### config.mk
export PLATFORM = sky130hd
export DESIGN_NAME = bcd_rtc_core
export DESIGN_NICKNAME = d
export VERILOG_FILES = /design/src/rtl/bcd_rtc_core.sv
export SDC_FILE = /design/constraint.sdc
export NUM_CORES = 1
export LEC_CHECK = 0
export ABC_CLOCK_PERIOD_IN_PS = 6300
export CAP_MARGIN = 40
export CORE_MARGIN = 3
export CORE_UTILIZATION = 55
export DETAILED_ROUTE_END_ITERATION = 7
export HOLD_SLACK_MARGIN = 0.05
export PLACE_DENSITY = 0.88
export SYNTH_ARGS = -nofsm -noshare
export SYNTH_HDL_FRONTEND = slang
export SYNTH_SLANG_ARGS = --single-unit
### constraint.sdc
create_clock -name clk -period 6.3 [get_ports clk]
set_clock_uncertainty 0.1 [all_clocks]
set_input_delay 0.63 -clock clk [delete_from_list [all_inputs] [get_ports clk]]
set_output_delay 0.63 -clock clk [all_outputs]
set_load 0.05 [all_outputs]
### src/rtl/bcd_rtc_core.sv
// bcd_rtc_core
//   BCD time-of-day core (HH:MM:SS) with an internal seconds prescaler,
//   selectable 12/24-hour counting and in-place time setting.
//
// Parameters
//   PRESCALE  clk cycles per second (>= 1; 1 advances every cycle)
//   H24       1: hours 00..23, 0: hours 01..12 plus pm flag
//
// Ports
//   clk, rst                      clock, synchronous active-high reset
//   pause_tgl, sel_next, inc_digit one-cycle button pulses
//   h2,h1,m2,m1,s2,s1             BCD time digits
//   pm                            PM flag (12 h mode only, else 0)
//   paused                        1 = set mode, time frozen
//   sel                           selected digit 0=s1 .. 5=h2
//   sec_pulse                     high the cycle after each advance
//
// Optional build macro RTC_ALARM_EN adds alarm_hhmm, alarm_pm, alarm_arm
// and alarm_hit; alarm_hit pulses with sec_pulse when a running advance
// lands on the alarm HH:MM:00 while armed.
//
// state  | meaning
// ST_RUN | time advances on each prescaler tick
// ST_SET | time frozen; sel_next/inc_digit edit a single digit
module bcd_rtc_core #(
  parameter int PRESCALE = 12000000,
  parameter int H24      = 1
) (
  input  logic        clk,
  input  logic        rst,
  input  logic        pause_tgl,
  input  logic        sel_next,
  input  logic        inc_digit,
`ifdef RTC_ALARM_EN
  input  logic [15:0] alarm_hhmm,
  input  logic        alarm_pm,
  input  logic        alarm_arm,
  output logic        alarm_hit,
`endif
  output logic [3:0]  h2,
  output logic [3:0]  h1,
  output logic [3:0]  m2,
  output logic [3:0]  m1,
  output logic [3:0]  s2,
  output logic [3:0]  s1,
  output logic        pm,
  output logic        paused,
  output logic [2:0]  sel,
  output logic        sec_pulse
);

  localparam bit MODE24 = (H24 != 0);
  localparam int CW = (PRESCALE > 1) ? $clog2(PRESCALE) : 1;
  localparam logic [CW-1:0] CNT_LAST = CW'(PRESCALE - 1);

  localparam logic [0:0] ST_RUN = 1'b0;
  localparam logic [0:0] ST_SET = 1'b1;

  logic [0:0]    state;
  logic [CW-1:0] cnt;
  logic          pm_q;
  logic          tc;
  logic          adv;
  logic          edit;
  logic [3:0]    nh2, nh1, nm2, nm1, ns2, ns1;
  logic          npm;

  // 12 h hour sequence 12,01..11: shared by the carry chain and set mode.
  function automatic logic [7:0] hour12_inc(input logic [3:0] t, input logic [3:0] o);
    if (t == 4'd1 && o == 4'd2) return 8'h01;
    if (o == 4'd9)              return 8'h10;
    return {t, o + 4'd1};
  endfunction

  assign tc     = (cnt == CNT_LAST);
  // A pause_tgl cycle swallows any coincident tick or edit.
  assign adv    = (state == ST_RUN) && !pause_tgl && tc;
  assign edit   = (state == ST_SET) && !pause_tgl && inc_digit;
  assign paused = state[0];
  assign pm     = MODE24 ? 1'b0 : pm_q;

  always_comb begin
    {nh2, nh1, nm2, nm1, ns2, ns1} = {h2, h1, m2, m1, s2, s1};
    npm = pm_q;
    if (adv) begin
      if (s1 != 4'd9) ns1 = s1 + 4'd1;
      else begin
        ns1 = 4'd0;
        if (s2 != 4'd5) ns2 = s2 + 4'd1;
        else begin
          ns2 = 4'd0;
          if (m1 != 4'd9) nm1 = m1 + 4'd1;
          else begin
            nm1 = 4'd0;
            if (m2 != 4'd5) nm2 = m2 + 4'd1;
            else begin
              nm2 = 4'd0;
              if (MODE24) begin
                if (h2 == 4'd2 && h1 == 4'd3) begin
                  nh2 = 4'd0;
                  nh1 = 4'd0;
                end else if (h1 == 4'd9) begin
                  nh2 = h2 + 4'd1;
                  nh1 = 4'd0;
                end else begin
                  nh1 = h1 + 4'd1;
                end
              end else begin
                {nh2, nh1} = hour12_inc(h2, h1);
                // pm flips on the 11 -> 12 transition, not on 12 -> 01
                if (h2 == 4'd1 && h1 == 4'd1) npm = ~pm_q;
              end
            end
          end
        end
      end
    end else if (edit) begin
      case (sel)
        3'd0: ns1 = (s1 == 4'd9) ? 4'd0 : s1 + 4'd1;
        3'd1: ns2 = (s2 == 4'd5) ? 4'd0 : s2 + 4'd1;
        3'd2: nm1 = (m1 == 4'd9) ? 4'd0 : m1 + 4'd1;
        3'd3: nm2 = (m2 == 4'd5) ? 4'd0 : m2 + 4'd1;
        3'd4: begin
          if (MODE24) begin
            if (h2 == 4'd2) nh1 = (h1 == 4'd3) ? 4'd0 : h1 + 4'd1;
            else            nh1 = (h1 == 4'd9) ? 4'd0 : h1 + 4'd1;
          end else begin
            {nh2, nh1} = hour12_inc(h2, h1);
          end
        end
        3'd5: begin
          if (MODE24) begin
            nh2 = (h2 == 4'd2) ? 4'd0 : h2 + 4'd1;
            // entering 2x: clamp ones so 24..29 can never appear
            if (h2 == 4'd1 && h1 > 4'd3) nh1 = 4'd3;
          end else begin
            npm = ~pm_q;
          end
        end
        default: ;
      endcase
    end
  end

  always_ff @(posedge clk) begin
    if (rst) begin
      state     <= ST_RUN;
      cnt       <= '0;
      sel       <= 3'd0;
      sec_pulse <= 1'b0;
      h2        <= MODE24 ? 4'd0 : 4'd1;
      h1        <= MODE24 ? 4'd0 : 4'd2;
      m2        <= 4'd0;
      m1        <= 4'd0;
      s2        <= 4'd0;
      s1        <= 4'd0;
      pm_q      <= 1'b0;
    end else begin
      sec_pulse <= adv;
      if (pause_tgl) begin
        state <= (state == ST_RUN) ? ST_SET : ST_RUN;
        cnt   <= '0;
        if (state == ST_RUN) sel <= 3'd0;
      end else if (state == ST_SET) begin
        cnt <= '0;
        if (sel_next) sel <= (sel == 3'd5) ? 3'd0 : sel + 3'd1;
      end else begin
        cnt <= tc ? '0 : cnt + CW'(1);
      end
      {h2, h1, m2, m1, s2, s1} <= {nh2, nh1, nm2, nm1, ns2, ns1};
      pm_q <= npm;
    end
  end

`ifdef RTC_ALARM_EN
  always_ff @(posedge clk) begin
    if (rst) begin
      alarm_hit <= 1'b0;
    end else begin
      alarm_hit <= adv && alarm_arm
                   && ({nh2, nh1, nm2, nm1} == alarm_hhmm)
                   && (ns2 == 4'd0) && (ns1 == 4'd0)
                   && (MODE24 || (npm == alarm_pm));
    end
  end
`endif

endmodule
==> impl_results.md, run 1 <==
- Starting Density: 0.573
- Worst setup EP type: flip-flop
- Commonest non-fill, non-tap cell in the layout: nor2_1
- EDFF count, synth: 0
- MaxCap Viol Count: 0
- Initial antenna violation count: 0
- Synthesized area: 2960 um2
- Clock transition at the registers of the reported paths: 0.09 ns
- Gpl congestion: 0.819
- M2 GR Usage: 0.354
- Leakage: ~1.2 nW
- Clock Path Buffers: 2
- Worst VDD drop: ~0.11 mV
- Worst-Skew Late Latency: approximately 0.31 ns
- Area Growth Syn to Fin: 15.4%
- Pin count of the biggest net entering global routing: 41
- Pint: 0.430 mW
- Number of port buffers: 33
- Least-Margin Pin Slew: 0.729 ns
- IO Count: 35
- Total GRT Usage: 0.202
- Nets: approximately 400
- Core area: 5170 um2
- R2R depth: 7
- Initial DRC Count: 141
- Commonest cells after routing, fill and taps aside: 64 x nor2_1, 53 x dfxtp_1, 33 x clkdlybuf4s50_1
- Share of cells above drive strength 1: 0.0667
- DRT Pass-1 Iters: 4
- Die ar.: 6300 um2
- Final setup vio count: 0
- Combinational share of power: 0.074
- Grt ovf: 0
- Fmax: 351 MHz
- Clock power share: 0.323
- Vias in the first global route: 2,384
- Die height: 79.4 um
- Crit path arrival time: 2.94 ns
- Max FO, Critical Path: 7
- Setup_tns: 0 ns
- Antenna cells: 0
- CTS tree: yes
- Final Hold Vio Count: 0
- Sw Share: 0.250
- GR peak layer: met2
- Routed wire length: just under 6 mm
- Final ANT Viol Nets: 0
- Post-synthesis async set-or-reset flop share: 0
- Syn_area_per_cell: around 8.6 um2
- Clk sinks: 53
- Met1 Usage GRT: 0.242
- Via count: 2,460
- Hold Path Class: reg2reg
- Die W: just under 80 um
- CTS H-Tree Depth: 2
- FF-to-FF End: h1[3]
- Final critical-path share of the clock period: 0.452
- Mapped Cells: 344
- R2R setup slack: between 3 and 4 ns
- Post-CTS setup repair buffer count: 0
- Fin. max-slew vios: 0
- Status: complete, no violations
- Flops & latches, synth: 53
- Net Sw Power: 0.143 mW
- # resized after CTS: 0
- PD cells: approximately 170 nW/um2
- RSZ-0062 raised after global routing: no
- Seq/Total Area, Yosys: 0.358
- Worst Path Required: 6.40 ns
- Final HPWL DP: around 4.3 mm
- Hold WS: 0.389 ns
- Synth Flop Type: dfxtp_1
- Seq pwr share: 0.603
- Post-synth cell types: 61
- Warnings, synthesis: 0
- Clock root buffer: clkbuf_8
- Vias per inst: 5.53
- First-pass GRT wire length: slightly above 10 mm
- R2r startpoint: s2[0]
- Tmin final: 2.85 ns
- Post-route DRC violation count: 0
- Drt wl/cell: ~13 um
- Startpoint types: primary input
- Critical path class: in2reg
- Crit path from: pause_tgl
- GRT met3 Usage: 0.0485
- Num rows: 26
- CTS buffer count: 5
- Relative slew slack: 0.513
- Critical path destination: h1[3]
- # hold bufs at CTS: 0
- Syn Nets: roughly 370
[final cells by class]
cell class	count	area, um2
Sequential cell	53	1060
Fill cell	443	1750
Tap cell	70	87.6
Clock buffer	6	72.6
Timing Repair Buffer	34	338
Clock inverter	2	10.0
Inverter	16	60.1
Multi-Input combinational cell	264	1790
[layer usage]
layer | wire, um | share of wire
met5 | 0 | 0
met1 | 2620 | 0.45
met2 | 2870 | 0.49
met3 | 246 | 0.042
met4 | 75 | 0.013
[synthesized netlist by cell type (3+ instances only)]
cell	instances	area, um2
nand3_1	13	65.1
and3_1	8	50.1
inv_1	16	60.1
ha_1	17	213
o31ai_1	3	22.5
o21ai_0	5	25.0
or3_1	4	25.0
mux2i_1	7	70.1
nor2b_1	4	25.0
clkbuf_1	8	30.0
or4_1	3	22.5
and4bb_1	3	37.5
nor3_1	11	55.1
dfxtp_1	53	1060
nor4_1	3	18.8
nand2_1	24	90.1
nand4_1	11	68.8
a21oi_1	11	55.1
xnor2_1	14	123
nor3b_1	4	30.0
nor2_1	64	240
xor2_1	9	78.8
[worst min path at each step]
stage | from | endpoint | depth (start not counted)
6_report | cnt[0] | cnt[0] | 1
5_1_grt | cnt[0] | cnt[0] | 1
4_1_cts | cnt[0] | cnt[0] | 1
3_5_place_dp | cnt[0] | cnt[0] | 1
3_3_place_gp | cnt[0] | cnt[0] | 1
2_1_floorplan | cnt[0] | cnt[0] | 1
[power groups by stage]
stage / Combinational, mW / Clock, mW / Sequential, mW
after global routing: 0.0471 / 0.203 / 0.346
after detailed placement: 0.0429 / 0 / 0.353
after floorplan: 0.0216 / 0 / 0.361
after CTS: 0.0430 / 0.192 / 0.345
after global placement: 0.0418 / 0 / 0.353
final: 0.0425 / 0.185 / 0.345
[cell families after synthesis]
logic type	synth area share
simple gates	0.331
flops	0.358
compound gates	0.0781
buf+inv	0.0380
xor+xnor	0.0680
fa+ha+maj	0.0718
mux	0.0541
other cells	0.00127
[registers in the layout (all words and copies together), names as in the netlist]
signal and flops:
m1 4, h2 4, sel 3, cnt 24, sec_pulse 1, s1 4
s2 4, m2 4, h1 4, paused 1
[stage by stage]
step	worst slack [ns]	utilization	area, um2	total power, mW	cells
final	3.45	0.661	3420	0.573	445
after global routing	3.25	0.661	3420	0.596	445
after CTS	3.48	0.661	3420	0.581	445
after detailed placement	3.15	0.645	3340	0.396	437
after floorplan	3.81	-	2960	0.383	344
after global placement	3.27	0.645	3340	0.395	437
[critical path, cell delays in order]
cell and delay [ns]:
clkdlybuf4s50_1 0.52, inv_1 0.14, ha_1 0.23, nand2_1 0.07
nor3_1 0.13, nor3b_2 0.29, mux2i_1 0.46, nor3b_1 0.09
or3b_1 0.37
No activity file was read; power rests on OpenSTA's default activity.
==> run 2: changes to the inputs <==
==> config.mk (replaced) <==
export PLATFORM = sky130hd
export DESIGN_NAME = bcd_rtc_core
export DESIGN_NICKNAME = d
export VERILOG_FILES = /design/src/rtl/bcd_rtc_core.sv
export SDC_FILE = /design/constraint.sdc
export NUM_CORES = 1
export LEC_CHECK = 0
export ABC_CLOCK_PERIOD_IN_PS = 2500
export CAP_MARGIN = 40
export CORE_MARGIN = 3
export CORE_UTILIZATION = 50
export DETAILED_ROUTE_END_ITERATION = 7
export HOLD_SLACK_MARGIN = 0.05
export PLACE_DENSITY = 0.84
export SYNTH_ARGS = -nofsm -noshare
export SYNTH_HDL_FRONTEND = slang
export SYNTH_SLANG_ARGS = --single-unit
==> constraint.sdc (replaced) <==
create_clock -name clk -period 2.5 [get_ports clk]
set_clock_uncertainty 0.1 [all_clocks]
set_input_delay 0.25 -clock clk [delete_from_list [all_inputs] [get_ports clk]]
set_output_delay 0.25 -clock clk [all_outputs]
set_load 0.05 [all_outputs]
==> run 2 against run 1 <==
Effect of this change:
- die area is 9.2% higher
- core utilization is 2.1 points lower
- flip-flop and latch count is the same
- clock power rose to 3.3 times the previous value
- sequential share of layout area fell by 1.5 points
- count of clock-buffer cells in the layout unchanged
- cell area grew 4.9%
- non-clock buffer count up 15
- hold slack got worse by 0.0045 ns
- power grew to 2.8 times the previous value
- critical path type is now reg2reg
- largest power group unchanged
- highest routed layer unchanged
==> impl_results.md, run 2 (synthesis results as in run 1) <==
- Worst Path Required: 2.59 ns (-3.81 ns)
- Clk sinks: 53 (unchanged)
- Top Family by Delay on Critical Path: simple AND/OR/NAND/NOR gates
- Critical path class: reg2reg
- Post-CTS setup repair buffer count: 0 (unchanged)
- CP bufs+invs: 1 (-1)
- Share of cells above drive strength 1: 0.108 (+0.0410)
- Total GRT Usage: 0.192 (-0.0102)
- Initial DRC Count: 139 (-1.4%)
- Crit path arrival time: 2.41 ns (-0.53 ns)
- Worst-Skew Late Latency: 0.31 ns (about the same)
- Final setup vio count: 0 (unchanged)
- Grt ovf: 0 (unchanged)
- Vias per inst: 5.49 (-0.63%)
- Antenna cells: 0 (unchanged)
- Fin. max-slew vios: 0 (unchanged)
- Clock transition at the registers of the reported paths: 0.10 ns (about the same)
- RSZ-0062 raised after global routing: no
- Max reg flops: 24 (unchanged)
- Die ar.: 6890 um2 (+9.2%)
- Crit-path max cell delay: 0.39 ns (-0.13 ns)
- First-pass GRT wire length: 11.4 mm (+9.9%)
- PD cells: 448 nW/um2 (+170%)
- Gpl congestion: 0.850 (+3.8%)
- Tmin final: about 2.3 ns
- Final Hold Vio Count: 0 (unchanged)
- Die W: 83.0 um (+4.5%)
- Commonest cells after routing, fill and taps aside: 63 x nor2_1, 53 x dfxtp_1, 33 x clkdlybuf4s50_1
- Nets: 411 (+3.8%)
- Number of port buffers: 33 (unchanged)
- Vias in the first global route: 2,579 (+8.2%)
- MaxCap Viol Count: 0 (unchanged)
- CTS H-Tree Depth: 2 (unchanged)
- Via count: 2,538 (+3.2%)
- Max FO, Critical Path: 5 (-2)
- Leakage: 1.33 nW (+7.7%)
- Routed wire length: 6.47 mm (+11%)
- Final critical-path share of the clock period: 0.926
- CP Cell Sequence: ha_1 -> nand4_4 -> nor3_1 -> nor3b_2 -> mux2i_1 -> buf_4 -> nand4_1 -> or3b_1
- Area Growth Syn to Fin: 21.0%
- Final instance area: 3590 um2 (+4.9%)
- CTS tree: yes
- Final HPWL DP: 4.79 mm (+10%)
- Worst VDD drop: 0.346 mV (+230%)
- Starting Density: 0.528 (-0.0445)
- Startpoint types: flip-flop
- Biggest register: cnt
- Slowest-stage cell, CP: dfxtp_1
- DRT Pass-1 Iters: 4 (unchanged)
- IO Count: 35 (unchanged)
- Worst setup EP type: flip-flop
- Clock root buffer: clkbuf_8
- Status: complete, no violations
- Num rows: 27 (+3.8%)
- # resized after CTS: 0 (unchanged)
- CTS buffer count: 5 (unchanged)
- Post-route DRC violation count: 0 (unchanged)
- Hold Path Class: reg2reg
- # hold bufs at CTS: 0 (unchanged)
- DP Area: 3460 um2 (+3.8%)
- Least-Margin Pin Slew: 0.575 ns (-0.154 ns)
- Pin count of the biggest net entering global routing: 17 (-59%)
- Core area: 5610 um2 (+8.4%)
- Fmax: approximately 430 MHz
- Relative slew slack: 0.611 (+0.0982)
- Clock Path Buffers: 2 (unchanged)
- Final ANT Viol Nets: 0 (unchanged)
- Drt wl/cell: 14.0 um (+7.2%)
- Hold WS: 0.384 ns (-0.00452 ns)
- Die height: 83.0 um (+4.5%)
- Commonest non-fill, non-tap cell in the layout: nor2_1
- Initial antenna violation count: 0 (unchanged)
## run 2: area by class of cell
cell class / instances / area (um2)
Multi-Input combinational cell: 264 / 1790
Inverter: 16 / 60.1
Clock inverter: 2 / 37.5
Fill cell: 479 / 2020
Sequential cell: 53 / 1060
Timing Repair Buffer: 49 / 463
Tap cell: 72 / 90.1
Clock buffer: 6 / 82.6
## run 2: worst register-to-register path: cells and delay by family (launching register included)
kind | cells | cell delay (ns)
adder cells (fa/ha/maj) | 1 | 0.28
buffers and inverters | 1 | 0.17
AND/OR/NAND/NOR | 5 | 1.11
multiplexers | 1 | 0.14
flip-flops | 1 | 0.39
## run 2: worst paths after layout
kind / start / endpoint / slack (ns) / depth (start not counted)
max: cnt[0] / h1[3] / 0.19 / 8
min: cnt[0] / cnt[0] / 0.38 / 1
max reg2reg: cnt[0] / h1[3] / 0.19 / 8
min reg2reg: cnt[0] / cnt[0] / 0.38 / 1
## run 2: stage by stage
step / worst slack (ns) / setup TNS [ns] / power [mW] / util / std cells
global route: 0.00346 / 0 / 1.67 / 0.639 / 462
global placement: 0.123 / 0 / 1.01 / 0.618 / 454
CTS: 0.171 / 0 / 1.62 / 0.639 / 462
detailed placement: -0.00855 / -0.00855 / 1.01 / 0.618 / 454
floorplan: 0.0223 / 0 / 0.964 / - / 344
finish: 0.186 / 0 / 1.60 / 0.639 / 462
## run 2: power by group
| part | internal [mW] | total (mW) | switching, mW | leakage, nW |
|---|---|---|---|---|
| logic | 0.0456 | 0.121 | 0.0755 | 0.844 |
| registers | 0.853 | 0.871 | 0.0186 | 0.428 |
| clock network | 0.326 | 0.613 | 0.287 | 0.0574 |
| total | 1.22 | 1.60 | 0.381 | 1.33 |
## run 2: metal layers
layer / share of wire / wire, um / track usage
met1: 0.44 / 2830 / 0.229
met2: 0.51 / 3320 / 0.348
met3: 0.036 / 235 / 0.0377
met4: 0.014 / 88 / 0.0520
met5: 0 / 0 / 0
==> run 3: changes to the inputs <==
--- a/config.mk
+++ b/config.mk
@@ -12,6 +12,7 @@
 export DETAILED_ROUTE_END_ITERATION = 7
 export HOLD_SLACK_MARGIN = 0.05
 export PLACE_DENSITY = 0.84
+export RECOVER_POWER = 50
 export SYNTH_ARGS = -nofsm -noshare
 export SYNTH_HDL_FRONTEND = slang
 export SYNTH_SLANG_ARGS = --single-unit
==> run 3 against run 2 <==
Effect of this change:
- cell count did not move
- flip-flop and latch count did not move
- first-iteration DRC count rose by 19%
- worst setup slack got worse by 0.011 ns
- cell area fell by 0.73%
- power fell by 0.45%
- routed wire length fell by 0.40%
- largest power group unchanged
==> impl_results.md, run 3 (synthesis results as in run 1) <==
- Status: complete, no violations
- Post-route DRC violation count: 0 (unchanged)
- Pin count of the biggest net entering global routing: 17 (unchanged)
- Tmin final: 2.32 ns (+0.0105 ns)
- Share of cells above drive strength 1: 0.103 (-0.00513)
- Placed cell count: 454 (unchanged)
- PD cells: 449 nW/um2 (+0.28%)
- Worst VDD drop: 0.344 mV (-0.36%)
- Total GRT Usage: 0.192 (unchanged)
- Die W: 83.0 um (unchanged)
- Slowest-stage cell, CP: dfxtp_1
- Clock root buffer: clkbuf_8
- Worst-Skew Late Latency: 0.31 ns (about the same)
- Metal2 WL: 3.31 mm (-0.30%)
- CP Cell Sequence: ha_1 -> nand4_4 -> nor2_1 -> and3_1 -> mux2i_4 -> nand4_1 -> mux2_1
- Final critical-path share of the clock period: 0.930 (+0.00421)
- Leakage: 1.40 nW (+5.1%)
- Crit path arrival time: 2.42 ns (about the same)
- Final HPWL DP: 4.79 mm (unchanged)
- Antenna cells: 0 (unchanged)
- Top Metal Used: met4
- Commonest non-fill, non-tap cell in the layout: nor2_1
- Least-Margin Pin Slew: 0.574 ns (-0.000868 ns)
- Gpl congestion: 0.850 (unchanged)
- CTS H-Tree Depth: 2 (unchanged)
- Utilization after layout: 0.635 (-0.00469)
- Initial antenna violation count: 0 (unchanged)
- Biggest register: cnt
- Hold Path Class: reg2reg
- Final ANT Viol Nets: 0 (unchanged)
- Vias per inst: 5.52 (+0.47%)
- Final Hold Vio Count: 0 (unchanged)
- Grt ovf: 0 (unchanged)
- Num rows: 27 (unchanged)
- Fin. max-slew vios: 0 (unchanged)
- IO Count: 35 (unchanged)
- Die ar.: 6890 um2 (unchanged)
- Final setup vio count: 0 (unchanged)
- Number of port buffers: 33 (unchanged)
- RSZ-0062 raised after global routing: no
- Crit-path max cell delay: 0.39 ns (about the same)
- DRT Pass-1 Iters: 4 (unchanged)
- Drt wl/cell: 14.0 um (-0.40%)
- Post-Layout Cell Count: 462 (unchanged)
- Max reg flops: 24 (unchanged)
- CTS tree: yes
- First-pass GRT wire length: 11.4 mm (unchanged)
- Core area: 5610 um2 (unchanged)
- Fmax: 430 MHz (-0.45%)
- CTS buffer count: 5 (unchanged)
- Wire length on met3: 237 um (+0.85%)
- Max FO, Critical Path: 7 (+2)
- Clock Path Buffers: 2 (unchanged)
- Relative slew slack: 0.612 (about the same)
- Nets: 411 (unchanged)
- MaxCap Viol Count: 0 (unchanged)
- Clk sinks: 53 (unchanged)
- Commonest cells after routing, fill and taps aside: 64 x nor2_1, 53 x dfxtp_1, 24 x nand2_1
- Clock transition at the registers of the reported paths: 0.10 ns (about the same)
- Die height: 83.0 um (unchanged)
- Worst setup EP type: flip-flop
- Worst Path Required: 2.60 ns (about the same)
- Area Growth Syn to Fin: 20.1%
- Routed wire length: 6.45 mm (-0.40%)
- Met1 WL: 2.81 mm (-0.64%)
- Initial DRC Count: 166 (+19%)
- Starting Density: 0.528 (unchanged)
- Startpoint types: flip-flop
- Via count: 2,550 (+0.47%)
- Vias in the first global route: 2,579 (unchanged)
- Critical path class: reg2reg
run 3: path summary, 6_finish.rpt:
check	startpoint	to	slack [ns]	cells after the start
max	cnt[0]	m2[3]	0.18	7
min	cnt[0]	cnt[0]	0.39	1
max reg2reg	cnt[0]	m2[3]	0.18	7
min reg2reg	cnt[0]	cnt[0]	0.39	1
run 3: area by class of cell:
type	instances	area (um2)
Clock buffer	6	82.6
Clock inverter	2	37.5
Fill cell	484	2050
Inverter	16	60.1
Multi-Input combinational cell	264	1780
Sequential cell	53	1060
Tap cell	72	90.1
Timing Repair Buffer	49	444
run 3: what timing repair did:
item                       4_1_cts  5_1_grt
buffers inserted                 0        0
hold buffers                     0        0
setup endpoints to repair        0        3
gates resized for setup          0        1
run 3: stage by stage:
| step | hold slack, ns | area, um2 | setup TNS (ns) | setup WS (ns) | power, mW |
|---|---|---|---|---|---|
| floorplan | 0.326 | 2960 | 0 | 0.0223 | 0.964 |
| global placement | 0.340 | 3460 | 0 | 0.123 | 1.01 |
| detailed placement | 0.356 | 3460 | -0.00855 | -0.00855 | 1.01 |
| CTS | 0.381 | 3580 | 0 | 0.171 | 1.62 |
| global route | 0.412 | 3560 | 0 | 0.0339 | 1.66 |
| finish | 0.386 | 3560 | 0 | 0.175 | 1.60 |
run 3: critical path, delay by kind of cell, from the launching register on:
family	cells	cell delay, ns
fa+ha+maj	1	0.28
flops	1	0.39
mux	2	0.62
simple gates	4	0.82
run 3: power breakdown:
group / internal (mW) / total (mW) / leakage [nW] / switching [mW]
clock: 0.326 / 0.613 / 0.0574 / 0.287
sequential: 0.853 / 0.871 / 0.428 / 0.0184
combinational: 0.0394 / 0.114 / 0.911 / 0.0746
run 3: per-layer routing:
metal	up-vias	track usage
met4	0	0.0520
met3	11	0.0377
li1	1292	-
met5	-	0
met1	1197	0.229
met2	50	0.348
